[config.mk]
export PLATFORM = sky130hd
export DESIGN_NAME = cacheline_burst_adaptor_flat
export DESIGN_NICKNAME = d
export VERILOG_FILES = /design/src/rtl/cacheline_burst_adaptor_if.sv /design/src/rtl/cacheline_burst_adaptor.sv /design/src/flat_wrapper.sv
export SDC_FILE = /design/constraint.sdc
export NUM_CORES = 2
export LEC_CHECK = 0
export ABC_AREA = 0
export BUFFER_PORTS_ARGS = -buffer_cell sky130_fd_sc_hd__buf_2
export CORE_MARGIN = 3
export CORE_UTILIZATION = 35
export DETAILED_ROUTE_END_ITERATION = 8
export PLACE_DENSITY = 0.64
export SLEW_MARGIN = 20
export SYNTH_ARGS = -nofsm -noshare
export SYNTH_HDL_FRONTEND = slang
export SYNTH_SLANG_ARGS = --single-unit
[constraint.sdc]
create_clock -name MEM_CLK -period 24.9 [get_ports MEM_CLK]
set_input_delay 0 -clock MEM_CLK [delete_from_list [all_inputs] [get_ports MEM_CLK]]
set_output_delay 0 -clock MEM_CLK [all_outputs]
set_load 0.01 [all_outputs]
[src/rtl/cacheline_burst_adaptor_if.sv]
// Bus bundle between the cache line port, the burst adaptor and word memory.
// master: the adaptor's view (drives the word request and the line response).
// slave:  the environment's view (the cache plus the physical memory).
interface cacheline_burst_adaptor_if #(
    parameter int LINE_WIDTH = 256,
    parameter int WORD_WIDTH = 32,
    parameter int ADDR_WIDTH = 32
);
    logic [ADDR_WIDTH-1:0] line_address;
    logic                  line_read;
    logic                  line_write;
    logic [LINE_WIDTH-1:0] line_wdata;
    logic [LINE_WIDTH-1:0] line_rdata;
    logic                  line_resp;
    logic [ADDR_WIDTH-1:0] mem_address;
    logic                  mem_read;
    logic                  mem_write;
    logic [WORD_WIDTH-1:0] mem_wdata;
    logic [WORD_WIDTH-1:0] mem_rdata;
    logic                  mem_resp;

    modport master (
        input  line_address, line_read, line_write, line_wdata, mem_rdata, mem_resp,
        output line_rdata, line_resp, mem_address, mem_read, mem_write, mem_wdata
    );

    modport slave (
        output line_address, line_read, line_write, line_wdata, mem_rdata, mem_resp,
        input  line_rdata, line_resp, mem_address, mem_read, mem_write, mem_wdata
    );
endinterface

[src/rtl/cacheline_burst_adaptor.sv]
// Splits cache line reads/writebacks into sequential word accesses to memory
// and reassembles fills; one line_resp pulse per completed line transaction.
// All outputs are registered; a GAP cycle separates consecutive word requests.
module cacheline_burst_adaptor #(
    parameter int LINE_WIDTH = 256,
    parameter int WORD_WIDTH = 32,
    parameter int ADDR_WIDTH = 32
) (
    input logic MEM_CLK,
    input logic rst,
    cacheline_burst_adaptor_if.master bus
);
    localparam int BEATS          = LINE_WIDTH / WORD_WIDTH;
    localparam int BYTES_PER_WORD = WORD_WIDTH / 8;
    localparam int LINE_BYTES     = LINE_WIDTH / 8;
    localparam int BW             = $clog2(BEATS);
    localparam int WB             = $clog2(BYTES_PER_WORD);
    localparam logic [BW-1:0] LAST_BEAT = BW'(BEATS - 1);

    typedef enum logic [2:0] {IDLE, RD, WR, GAP, DONE} state_t;

    state_t                             state;
    logic [BW-1:0]                      beat;
    logic [ADDR_WIDTH-1:0]              base;
    logic                               op_wr;
    logic [BEATS-1:0][WORD_WIDTH-1:0]   wbuf;
    logic [BEATS-1:0][WORD_WIDTH-1:0]   rbuf;
    logic [BEATS-1:0][WORD_WIDTH-1:0]   rbuf_next;
    logic [ADDR_WIDTH-1:0]              aligned;

    // Line-aligned request address; offset bits inside the line are cleared.
    assign aligned = bus.line_address & ~ADDR_WIDTH'(LINE_BYTES - 1);

    // Read buffer with the current word merged in, so the last beat can
    // publish the complete line in the same edge that raises line_resp.
    always_comb begin
        rbuf_next       = rbuf;
        rbuf_next[beat] = bus.mem_rdata;
    end

    // Main FSM: accept in IDLE, one word per RD/WR, GAP between words, DONE pulse.
    always_ff @(posedge MEM_CLK or posedge rst) begin
        if (rst) begin
            state           <= IDLE;
            beat            <= '0;
            base            <= '0;
            op_wr           <= 1'b0;
            wbuf            <= '0;
            rbuf            <= '0;
            bus.line_rdata  <= '0;
            bus.line_resp   <= 1'b0;
            bus.mem_address <= '0;
            bus.mem_read    <= 1'b0;
            bus.mem_write   <= 1'b0;
            bus.mem_wdata   <= '0;
        end else begin
            case (state)
                IDLE: begin
                    if (bus.line_write) begin
                        base            <= aligned;
                        wbuf            <= bus.line_wdata;
                        op_wr           <= 1'b1;
                        beat            <= '0;
                        bus.mem_address <= aligned;
                        bus.mem_wdata   <= bus.line_wdata[WORD_WIDTH-1:0];
                        bus.mem_write   <= 1'b1;
                        state           <= WR;
                    end else if (bus.line_read) begin
                        base            <= aligned;
                        op_wr           <= 1'b0;
                        beat            <= '0;
                        bus.mem_address <= aligned;
                        bus.mem_read    <= 1'b1;
                        state           <= RD;
                    end
                end
                RD: begin
                    if (bus.mem_resp) begin
                        rbuf         <= rbuf_next;
                        bus.mem_read <= 1'b0;
                        if (beat == LAST_BEAT) begin
                            bus.line_rdata <= rbuf_next;
                            bus.line_resp  <= 1'b1;
                            state          <= DONE;
                        end else begin
                            beat  <= beat + 1'b1;
                            state <= GAP;
                        end
                    end
                end
                WR: begin
                    if (bus.mem_resp) begin
                        bus.mem_write <= 1'b0;
                        if (beat == LAST_BEAT) begin
                            bus.line_resp <= 1'b1;
                            state         <= DONE;
                        end else begin
                            beat  <= beat + 1'b1;
                            state <= GAP;
                        end
                    end
                end
                GAP: begin
                    // Address wraps naturally at ADDR_WIDTH bits.
                    bus.mem_address <= base + (ADDR_WIDTH'(beat) << WB);
                    if (op_wr) begin
                        bus.mem_wdata <= wbuf[beat];
                        bus.mem_write <= 1'b1;
                        state         <= WR;
                    end else begin
                        bus.mem_read <= 1'b1;
                        state        <= RD;
                    end
                end
                DONE: begin
                    bus.line_resp <= 1'b0;
                    beat          <= '0;
                    state         <= IDLE;
                end
                default: state <= IDLE;
            endcase
        end
    end
endmodule

[src/flat_wrapper.sv]
// flat-port wrapper written by rule: the top's interface ports become plain ports
module cacheline_burst_adaptor_flat 
#(
    parameter int LINE_WIDTH = 256,
    parameter int WORD_WIDTH = 32,
    parameter int ADDR_WIDTH = 32
)
  (MEM_CLK, rst, bus_line_address, bus_line_read, bus_line_write, bus_line_wdata, bus_mem_rdata, bus_mem_resp, bus_line_rdata, bus_line_resp, bus_mem_address, bus_mem_read, bus_mem_write, bus_mem_wdata);
  cacheline_burst_adaptor_if #(.LINE_WIDTH(LINE_WIDTH), .WORD_WIDTH(WORD_WIDTH), .ADDR_WIDTH(ADDR_WIDTH)) bus_i ();
  input logic MEM_CLK;
  input logic rst;
  input wire logic [$bits(bus_i.line_address)-1:0] bus_line_address;
  input wire logic [$bits(bus_i.line_read)-1:0] bus_line_read;
  input wire logic [$bits(bus_i.line_write)-1:0] bus_line_write;
  input wire logic [$bits(bus_i.line_wdata)-1:0] bus_line_wdata;
  input wire logic [$bits(bus_i.mem_rdata)-1:0] bus_mem_rdata;
  input wire logic [$bits(bus_i.mem_resp)-1:0] bus_mem_resp;
  output wire logic [$bits(bus_i.line_rdata)-1:0] bus_line_rdata;
  output wire logic [$bits(bus_i.line_resp)-1:0] bus_line_resp;
  output wire logic [$bits(bus_i.mem_address)-1:0] bus_mem_address;
  output wire logic [$bits(bus_i.mem_read)-1:0] bus_mem_read;
  output wire logic [$bits(bus_i.mem_write)-1:0] bus_mem_write;
  output wire logic [$bits(bus_i.mem_wdata)-1:0] bus_mem_wdata;
  assign bus_i.line_address = bus_line_address;
  assign bus_i.line_read = bus_line_read;
  assign bus_i.line_write = bus_line_write;
  assign bus_i.line_wdata = bus_line_wdata;
  assign bus_i.mem_rdata = bus_mem_rdata;
  assign bus_i.mem_resp = bus_mem_resp;
  assign bus_line_rdata = bus_i.line_rdata;
  assign bus_line_resp = bus_i.line_resp;
  assign bus_mem_address = bus_i.mem_address;
  assign bus_mem_read = bus_i.mem_read;
  assign bus_mem_write = bus_i.mem_write;
  assign bus_mem_wdata = bus_i.mem_wdata;
  cacheline_burst_adaptor #(.LINE_WIDTH(LINE_WIDTH), .WORD_WIDTH(WORD_WIDTH), .ADDR_WIDTH(ADDR_WIDTH)) u_core (.MEM_CLK(MEM_CLK), .rst(rst), .bus(bus_i));
endmodule
==> out/results.ini <==
[sta]
max_slew_margin = 0.188
min_period_ns = 4.71
skew_ns = 0.0262
hold_ws_ns = 0.0571
fin_setup_tns_ns = 0
rsz0062_at_grt = false
setup_viol = 0
drv_slew = 0
max_freq_mhz = 212
worst-slew-pin-transition_ns = 1.22
report.final.hold_viol_count = 0
finalCritPeriodShare = 0.189

[critical_path]
startpoint = u_core.state[0]
timing.rr.end = u_core.bus.line_rdata[252]
reg2reg_from = u_core.state[0]
arrival_ns = 5.19
critPathKind = flop to flop
required_ns = 25.38
end_kind = flop
cp_max_fo = 232
critPathLaunchType = flop
r2r_cells = 5
reg2reg_slack_ns = 20.19

[synth]
synthArstFlopShare = 1.00
synth_area_leaders = dfrtp_1, nand2_1, mux2_2
syn_area_um2 = 37200
yosysMostFrequentCell = dfrtp_1
synth_edf_count = 0
synth_cell_types = 62
synth.top_cell.area_share = 0.583
synth_area_per_cell_um2 = 10.8
yosys.area.top_type = dfrtp_1
ys_top_cells_by_count = dfrtp_1, nand2_1, nor2_1
yosysSeqAreaShare = 0.583
yosys_warnings = 0
synth_ff_type = dfrtp_1
synthCells = 3461
synth_seq_cells = 867

[power_and_ir_drop]
pwr-share-seq = 0.410
p_leak_nw = 23.6
sw_frac_of_total = 0.363
ir_worst_vdd_mv = 0.0674
power_density_nw_per_um2 = 119
netSwitchingPower_mw = 2.07
internal-power_mw = 3.63
clockPowerShare = 0.248
combPwrFrac = 0.342

[clock_network]
cts_buffers = 94
clk_latency_ns = 0.68
clk_root_buffer_cell = clkbuf_16
cts_buffer_depth = 3
cts_tree = done
cts_max_level = 3
clkSinkCount = 867
clk_pin_slew_ns = 0.06
postCtsSetupRepairBufs = 0

[drt]
ant_nets = 0
drt_iter0_markers = 2332
num_vias = 29755
drt_wl_total_mm = 125
drcViolationCount = 0
vias_per_cell = 5.15
drt_pass1_iterations = 5
wire_per_inst_um = 21.6

[finish]
final_cells = 5780
nets = 4632
layout-drive-gt1-share = 0.265
area_growth_pct = 28.7
final_area_um2 = 47900

[global_routing]
grt_pass1_wl_mm = 187
use_met2 = 0.363
met1_usage = 0.284
grt_max_degree = 233
use_met3 = 0.0518
first_global_vias = 29648
grt-ovfl-total = 0
top_usage_layer = met2
grt.total_usage = 0.221
antenna_found_initial = 21

[placed_design]
port_buffers = 640
gp_congestion = 0.810
dp_hpwl_mm = 77.4
dp.cells = 5256
dpl-instance-area_um2 = 41300

[floorplan]
die_area_um2 = 110000
fp-row-count = 118
die_w_um = 332
io_pins = 648
start_util = 0.356
die_h_um = 332
core_um2 = 105000

[hold_path]
hold_path.class = input pin to async pin

[run]
drv_cap = 0

[outcome]
outcome = completed

-- flip-flops by register name, summed over array words and instances (netlist names), 3 cells and up --
signal / flops
u_core.base: 27
u_core.rbuf: 256
u_core.beat: 3
u_core.bus.line_rdata: 256
u_core.bus.mem_address: 30
u_core.wbuf: 256
u_core.state: 3
u_core.bus.mem_wdata: 32
-- layer usage --
metal | wire length (um) | part of all wire
met1 | 52100 | 0.42
met2 | 59200 | 0.47
met3 | 8990 | 0.072
met4 | 4660 | 0.037
met5 | 44 | 0.00035
-- kinds of logic after synthesis --
family | count (synthesis) | share of synthesized area
other | 1 | 0.000101
buffers and inverters | 285 | 0.0365
and+or+nand+nor | 1251 | 0.135
muxes | 545 | 0.160
AOI/OAI and AO/OA | 509 | 0.0851
adders and majority gates | 2 | 0.000672
DFF | 867 | 0.583
xor gates and xnor gates | 1 | 0.000235
-- critical path: stages (launching register included) --
cell	delay, ns
dfrtp_1	0.76
and4bb_1	0.88
and2_4	0.75
buf_12	0.65
buf_4	0.92
a31oi_1	0.17
-- cells in the final DEF (no fill, tap or decap), types with 11 or more instances in the layout --
cell type,n
a211oi_1,13
a21o_1,28
a21oi_1,239
a221o_1,28
a221oi_1,32
a31oi_1,51
and2_1,30
buf_2,640
buf_4,41
clkbuf_1,22
clkbuf_16,94
clkbuf_8,25
clkinv_2,14
dfrtp_1,864
diode_2,19
dlygate4sd3_1,331
inv_1,12
mux2_2,272
mux2i_1,259
mux4_2,11
nand2_1,843
nand3_1,11
nor2_1,279
nor3_1,22
o21ai_0,52
or3_1,15
-- worst max path at each step --
| stage | end | slack, ns | cells past startpoint |
|---|---|---|---|
| after detailed placement | u_core.bus.line_rdata[250] | 20.29 | 5 |
| after floorplan | u_core.base[10] | 0.53 | 1 |
| after CTS | u_core.bus.line_rdata[252] | 20.27 | 5 |
| final | u_core.bus.line_rdata[252] | 20.19 | 5 |
| after global routing | u_core.bus.line_rdata[251] | 19.92 | 6 |
| after global placement | u_core.bus.line_rdata[115] | 20.31 | 6 |
-- layout make-up --
| type | count | area (um2) |
|---|---|---|
| diodes | 19 | 47.5 |
| clock buffers | 141 | 2780 |
| clock inverters | 31 | 365 |
| fillers | 9616 | 56600 |
| inverters | 14 | 60.1 |
| multi-input cells | 2310 | 14300 |
| flip-flops and latches | 867 | 21700 |
| well taps | 1380 | 1730 |
| repair buffers | 1018 | 6960 |
-- power by group through the flow --
stage | sequential [mW] | combinational, mW | clock (mW)
3_5_place_dp | 2.34 | 1.90 | 0
3_3_place_gp | 2.32 | 1.86 | 0
2_1_floorplan | 2.31 | 1.20 | 0
5_1_grt | 2.40 | 2.13 | 1.50
4_1_cts | 2.32 | 1.96 | 1.44
6_report | 2.34 | 1.95 | 1.41
-- stage by stage --
step,total power [mW],utilization,setup WS (ns)
floorplan,3.51,-,0.535
global placement,4.18,0.395,20.31
detailed placement,4.24,0.395,20.29
CTS,5.73,0.457,20.27
global route,6.03,0.458,19.92
finish,5.70,0.458,20.19
-- what timing repair did --
item / CTS / global route
gates resized for setup: 0 / 0
hold buffers: 331 / 0
endpoints found under the hold margin: 973 / 0
(Power assumes the default switching activity.)
